`config.mk`:
```
export PLATFORM = sky130hd
export DESIGN_NAME = dcsk_tx_ctrl
export DESIGN_NICKNAME = d
export VERILOG_FILES = /design/src/rtl/dcsk_tx_ctrl.sv
export SDC_FILE = /design/constraint.sdc
export NUM_CORES = 1
export LEC_CHECK = 0
export ABC_AREA = 1
export CAP_MARGIN = 20
export CORE_MARGIN = 2
export CORE_UTILIZATION = 43
export DETAILED_ROUTE_END_ITERATION = 16
export GPL_ROUTABILITY_DRIVEN = 0
export PLACE_DENSITY_LB_ADDON = 0.25
export SYNTH_ARGS = -nofsm -noshare
export SYNTH_HDL_FRONTEND = slang
export SYNTH_SLANG_ARGS = --single-unit
```
`constraint.sdc`:
```
create_clock -name clk -period 1.3 [get_ports clk]
set_input_delay 0.13 -clock clk [delete_from_list [all_inputs] [get_ports clk]]
set_output_delay 0.13 -clock clk [all_outputs]
set_load 0.005 [all_outputs]
```
`src/rtl/dcsk_tx_ctrl.sv`:
```
// DCSK transmit controller: per message bit, sends SF chaotic reference chips,
// then the same SF chips XORed with the bit. Frames are MSG_WIDTH bits, MSB first.
module dcsk_tx_ctrl #(
  parameter int MSG_WIDTH = 8,
  parameter int SF        = 4
) (
  input  logic                 clk,
  input  logic                 rst_n,
  input  logic                 msg_valid,
  input  logic [MSG_WIDTH-1:0] msg_data,
  output logic                 msg_ready,
  input  logic                 abort,
  input  logic                 chaos_bit,
  output logic                 chaos_en,
  output logic                 tx_chip,
  output logic                 tx_valid,
  output logic                 ref_phase,
  output logic                 busy,
  output logic                 done,
  output logic [1:0]           fsm_state
);

  localparam int CW = (SF > 1) ? $clog2(SF) : 1;
  localparam int BW = (MSG_WIDTH > 1) ? $clog2(MSG_WIDTH) : 1;
  localparam logic [CW-1:0] CHIP_LAST = CW'(SF - 1);
  localparam logic [BW-1:0] BIT_LAST  = BW'(MSG_WIDTH - 1);

  typedef enum logic [1:0] {
    IDLE = 2'd0,
    REF  = 2'd1,
    DATA = 2'd2
  } state_t;

  state_t               state;
  state_t               state_nxt;
  logic [MSG_WIDTH-1:0] msg_sr;
  logic [CW-1:0]        chip_cnt;
  logic [BW-1:0]        bit_cnt;
  logic [SF-1:0]        dly;
  logic [SF-1:0]        dly_nxt;
  logic                 slot_end;
  logic                 frame_end;
  logic                 accept;

  // Handshake: a message transfers on a cycle where msg_valid and msg_ready are
  // both high. msg_ready depends only on state, counters and abort (never on
  // msg_valid); msg_valid without msg_ready is ignored and nothing is buffered.
  assign slot_end  = (chip_cnt == CHIP_LAST);
  assign frame_end = (state == DATA) && slot_end && (bit_cnt == BIT_LAST);
  assign msg_ready = ~abort & ((state == IDLE) | frame_end);
  assign accept    = msg_valid & msg_ready;
  assign busy      = (state != IDLE);
  assign fsm_state = state;

  always_comb begin
    state_nxt = state;
    dly_nxt   = dly;
    chaos_en  = 1'b0;
    tx_chip   = 1'b0;
    tx_valid  = 1'b0;
    ref_phase = 1'b0;
    done      = 1'b0;
    case (state)
      IDLE: begin
        if (accept) state_nxt = REF;
      end
      REF: begin
        tx_chip   = chaos_bit;
        chaos_en  = 1'b1;
        ref_phase = 1'b1;
        tx_valid  = 1'b1;
        dly_nxt   = (dly << 1) | SF'(chaos_bit);
        if (slot_end) state_nxt = DATA;
      end
      DATA: begin
        // Rotating keeps the oldest reference chip at the top for each DATA chip
        // and restores the original order by the end of the slot.
        tx_chip  = dly[SF-1] ^ msg_sr[MSG_WIDTH-1];
        tx_valid = 1'b1;
        dly_nxt  = (dly << 1) | SF'(dly[SF-1]);
        if (frame_end) begin
          done      = ~abort;
          state_nxt = accept ? REF : IDLE;
        end else if (slot_end) begin
          state_nxt = REF;
        end
      end
      default: state_nxt = IDLE;
    endcase
    if (abort && (state != IDLE)) state_nxt = IDLE;
  end

  always_ff @(posedge clk) begin
    if (!rst_n) begin
      state    <= IDLE;
      msg_sr   <= '0;
      chip_cnt <= '0;
      bit_cnt  <= '0;
      dly      <= '0;
    end else begin
      state <= state_nxt;
      dly   <= dly_nxt;
      if (accept) begin
        msg_sr   <= msg_data;
        chip_cnt <= '0;
        bit_cnt  <= '0;
      end else if (state != IDLE) begin
        if (slot_end) begin
          chip_cnt <= '0;
          if (state == DATA) begin
            bit_cnt <= (bit_cnt == BIT_LAST) ? '0 : bit_cnt + 1'b1;
            msg_sr  <= msg_sr << 1;
          end
        end else begin
          chip_cnt <= chip_cnt + 1'b1;
        end
      end
    end
  end

endmodule

```
=== Yosys cells after proc, flatten, opt, wreduce, memory -nomap -nowiden ===
Index checks and enable logic that the tools add are counted.

* Bitwise gates (word level): 8
* Eq/ne operators: 7
* $add $sub $neg: 2
* Multiplexer cells: 18
* Reductions and logical operators: 15

{| class="wikitable"
|+ Operators with widths
! operator !! count
|-
| $mux 8 || 4
|-
| $mux 2 || 5
|-
| $reduce_bool 2->1 || 5
|-
| $reduce_and 3->1 || 3
|-
| $or 4x1->4 || 2
|-
| $pmux 4 s2 || 1
|-
| $pmux 2 s3 || 1
|-
| $reduce_or 2->1 || 3
|-
| $mux 1 || 5
|-
| $eq 2x2->1 const B || 2
|-
| $ne 2x2->1 const B || 2
|-
| $add 3x1->3 const B || 1
|-
| $eq 3x3->1 const B || 1
|-
| $logic_and 1x1->1 || 3
|-
| $mux 3 || 1
|-
| $ne 3x3->1 const B || 1
|-
| $add 2x1->2 const B || 1
|-
| $and 1x1->1 || 2
|-
| $eq 2x1->1 const B || 1
|-
| $logic_not 2->1 || 1
|-
| $not 1->1 || 2
|-
| $pmux 1 s2 || 1
|-
| $or 1x1->1 || 1
|-
| $xor 1x1->1 || 1
|}

* Flip-flop bits (word level): 19
* Word-level logic and storage cells: 55
* Output and inout port bits: 9

=== Depth between registers and ports, before layout ===
* Depth after elaboration: 9
* Depth in mapped cells: 10
* Depth with buffers taken out: 10

=== Worst setup path before layout ===
OpenSTA, ideal clock, no wires.

* Kind: reg2reg
* Start: reg state[0] (netlist: fsm_state[0])
* End: reg msg_sr[7]
* Path slack: -180 ps
* Cell stages (with the launch flop): 9
* Clock period less this slack: 1480 ps
* Path buffers: 1
* Data arrival time: 1406 ps
* Required time: 1226 ps
* Cell sequence: dfxtp_1 -> inv_1 -> ha_1 -> inv_2 -> nand2_2 -> nand3_4 -> buf_2 -> nand3_1 -> a31oi_1

* Elaborated cells on any way between the ends: 13

{| class="wikitable"
|+ RTL lines
! item !! RTL line !! text
|-
| from (decl) || 34 || <nowiki>state_t state;</nowiki>
|-
| from (signal assigned) || 101 || <nowiki>state <= state_nxt;</nowiki>
|-
| $reduce_bool 2->1 || - ||
|-
| named net busy || 18 || <nowiki>output logic busy,</nowiki>
|-
| $reduce_bool 2->1 (no source line) || - ||
|-
| $reduce_and 3->1 (no source line) || - ||
|-
| to (signal assigned) || 104 || <nowiki>msg_sr <= msg_data;</nowiki>
|-
| to (signal assigned) || 112 || <nowiki>msg_sr <= msg_sr << 1;</nowiki>
|-
| to (decl) || 36 || <nowiki>logic [MSG_WIDTH-1:0] msg_sr;</nowiki>
|}

The timed path passes the listed nets, and every way through them passes these cells.
A chain may end at the register's enable or synchronous reset.

=== Worst setup path after layout ===
* Start: reg state[1] (netlist: fsm_state[1])
* End: reg state[1] (netlist: fsm_state[1])

* Cells in the longest elaborated chain, start to end: 8
* Elaborated cells on any way between the ends: 17

{| class="wikitable"
|+ RTL lines
! item !! RTL line !! text
|-
| $eq 2x2->1 || 49, 63 ||
|-
| $logic_and 1x1->1 (2 in series) || 49 || <nowiki>assign frame_end = (state == DATA) && slot_end && (bit_cnt == BIT_LAST);</nowiki>
|-
| $or 1x1->1 || 50 || <nowiki>assign msg_ready = ~abort & ((state == IDLE) | frame_end);</nowiki>
|-
| $and 1x1->1 || 50 ||
|-
| $and 1x1->1 || 51 || <nowiki>assign accept = msg_valid & msg_ready;</nowiki>
|-
| $ne 2x2->1 (no source line) || - ||
|-
| $reduce_and 3->1 (no source line) || - ||
|}

Several ways; a longest one is shown, not always the timed one.

==> results.md <==
- Starting density of the core: between 40% and 50%
- Mapped Cells: 130
- Dpl cell area: 1410 µm²
- Worst-path clk slew: 120 ps
- Inserted Clock Buffers: 3
- CTS sink cnt: 19
- Num rows: 17
- # setup viols final: 23
- Routed WL: ~3000 µm
- ANT cells: 0
- Layout cell share with drive strength beyond 1: about 45%
- Lkg Pwr: roughly 0.67 nW
- Number of flops mapped to enable cells by yosys: 0
- Sequential share of power: 31.1%
- Highest Clock Rate: approximately 650 MHz
- Final Hold Fails: 0
- Largest net degree at the start of global routing: 12
- Minimum clock period: 1540 ps
- TNS Setup: -3510 ps
- Yosys warning total: 0
- Slew HR: between 80 and 90%
- Area delta synth->final: 69.9%
- Crit path DAT: ~1700 ps
- Area share of the largest cell type after synthesis: 39.6%
- Post-synth top cells: nand2_1 (26), dfxtp_1 (19), nand3_1 (17), a21oi_1 (11), nor2_1 (11)
- Cell taking the most area after synthesis: dfxtp_1
- Clock power frac: 12.6%
- Type of origin of the critical path: flip-flop
- Critical Path End Type: flip-flop
- Starting DRT DRC Count: 24
- Vias per Instance: about 5.3
- Final Cell Area: 1630 µm²
- Post-DRT Antenna Nets: 0
- Hold/Removal Path Class: input pin to flip-flop
- Worst Setup SP: fsm_state[1]$_SDFFE_PP0P_
- Reg2reg start: fsm_state[1]$_SDFFE_PP0P_
- Number of synthesized register bits: 19
- Slew Limit Fails: 0
- Worst IR Drop VDD: 1.21 mV
- I/O pin cnt: 22
- Gr usage total: between 20% and 30%
- Internal: around 1.5 mW
- Post-DP HPWL: about 1800 µm
- Slowest CP cell: dfxtp_4
- CTS tree: built
- DRC errors left: 0
- Via Count: about 1,100
- H-Tree Depth: 1
- Clock Tree Root: clkbuf_4
- Setup CP Type: flip-flop to flip-flop
- Switching Power: 0.945 mW
- RSZ-0062 raised after global routing: true
- Syn avg cell area: around 7.4 µm²
- Global route overflow: 0
- Top-count cell post-synth: nand2_1
- Chip Width: between 50 and 60 µm
- CTS Buffer Depth: 2
- Die Height: ~51 µm
- Netlist cell types: 21
- Post-DR wirelength/cell: 14.4 µm
- CP max stage delay: approximately 370 ps
- Net Sw Frac: a little under two fifths
- MaxCap Viol Count: 0
- Clk_lat worst skew: roughly 300 ps
- Async SR Flop Fraction: 0%
- Vias in the first global route: approximately 1,000
- Total Power: between 2 and 2.5 mW
- Synthesized area: slightly below 1000 µm²
- Final worst slack: -239 ps
- Crit-path cells: buf_6 > ha_4 > buf_6 > nand3_4 > nand2_4 > nand3_4 > nand2_2 > nand2_4 > clkinv_2 > nor2_2 > nor2_1
- Post-Route Skew: around 8.5 ps
- Core area: ~2200 µm²
- Router iterations before antenna repair: 4
- Count of input and output buffers: 21
- Final period utilization: 118%
- Net count after synthesis: 150
- Least-Margin Pin Slew: between 200 and 250 ps
- Combinational share of power: 56.3%
- Crit path max fanout: 6
- Hold path start: msg_data[3]
- Post-synth top flop: dfxtp_1
- Nets@finish: around 200
- Initial antenna violation count: 0
- CP required: about 1500 ps
- Sequential area share after synthesis: between 30% and 40%
- Top cells by area, synth: dfxtp_1 (40%), nand2_1 (10%), ha_1 (9.1%), nand3_1 (8.9%), a21oi_1 (5.7%)
- First-pass GRT wire length: 4540 µm
- Failing checks: negative setup slack
- Power density over the cells: around 1500 nW/µm²
- Status: complete, but fails checks
- Die ar.: around 2600 µm²
## power groups by stage
stage / clock network (mW) / logic [mW] / registers (mW)
after floorplan: 0 / 0.532 / 0.764
after global placement: 0 / 0.964 / 0.761
after detailed placement: 0 / 0.991 / 0.769
after CTS: 0.320 / 1.14 / 0.759
after global routing: 0.340 / 1.52 / 0.782
final: 0.313 / 1.40 / 0.771
## through the flow
stage,hold slack (ps),worst slack [ps],cells,util (%)
after floorplan,266,-20.3,130,-
after detailed placement,477,-274,195,64.8
after global placement,457,-229,195,64.8
final,383,-239,205,75.3
after global routing,395,-307,205,75.3
after CTS,371,-209,204,71.2
## worst max-delay path: cells and delay by family, from the launching register on
family        cells  cell delay [ps]
buf+inv           3              310
fa+ha+maj         1              170
flops             1              370
simple gates      7              600
## sequential cells by signal, summed over array words and instances (netlist names)
register / count
bit_cnt: 3
fsm_state: 2
chip_cnt: 2
dly: 4
msg_sr: 8
## layer usage
layer | vias up | track usage, % | routed length, µm | share of wire [%]
met3 | 4 | 2.63 | 90 | 3.0
met5 | - | 0 | 0 | 0
met2 | 27 | 41.8 | 1630 | 55
met4 | 0 | 8.33 | 35 | 1.2
li1 | 532 | - | - | -
met1 | 526 | 27.6 | 1200 | 41
## repair_timing
action                                  in CTS  in global routing
hold buffers                                 0                  0
setup buffers                                5                  1
pin swaps                                   16                  4
endpoints found under the setup margin      24                 27
gates resized for setup                     56                 29
gates cloned                                 0                  0
## cells in the final DEF, fill, tap and decap left out, drive strengths merged, types with 5 or more instances in the layout
cell type      Yosys  final
clkbuf             1      5
buf                3     32
a21oi             11     11
ha                 7      7
nor2              11     11
inv               14     14
clkdlybuf4s50      0     12
nand2             28     28
nand3             19     19
o21ai              6      6
a31oi              7      7
dfxtp             19     19
## final cells by class
| class | instances | area (µm²) |
|---|---|---|
| clock buffer | 3 | 22.5 |
| clock inverter | 1 | 5.00 |
| fill | 166 | 537 |
| inverter | 15 | 70.1 |
| multi-input combinational | 92 | 677 |
| sequential | 19 | 388 |
| tap | 28 | 35.0 |
| timing repair buffer | 47 | 435 |
## cell families (layout without fill, tap and decap cells)
group                      count (synthesis)  in the layout  share of synthesized area, %
DFF                                       19             19                          39.6
AOI/OAI and AO/OA                         25             25                          14.2
adders and majority gates                  7              7                          9.11
and+or+nand+nor                           60             60                          29.0
buffers and inverters                     19             66                          8.07
## worst paths after layout
path                                                  end  slack (ps)  cells after the start
worst min-delay path               msg_sr[3]$_SDFFE_PN0P_         380                      3
worst max-delay path            fsm_state[1]$_SDFFE_PP0P_        -240                     11
worst min register to register     msg_sr[0]$_SDFFE_PN0P_         500                      2
worst max register to register  fsm_state[1]$_SDFFE_PP0P_        -240                     11
Note: power is estimated with default switching activity, not from simulation.
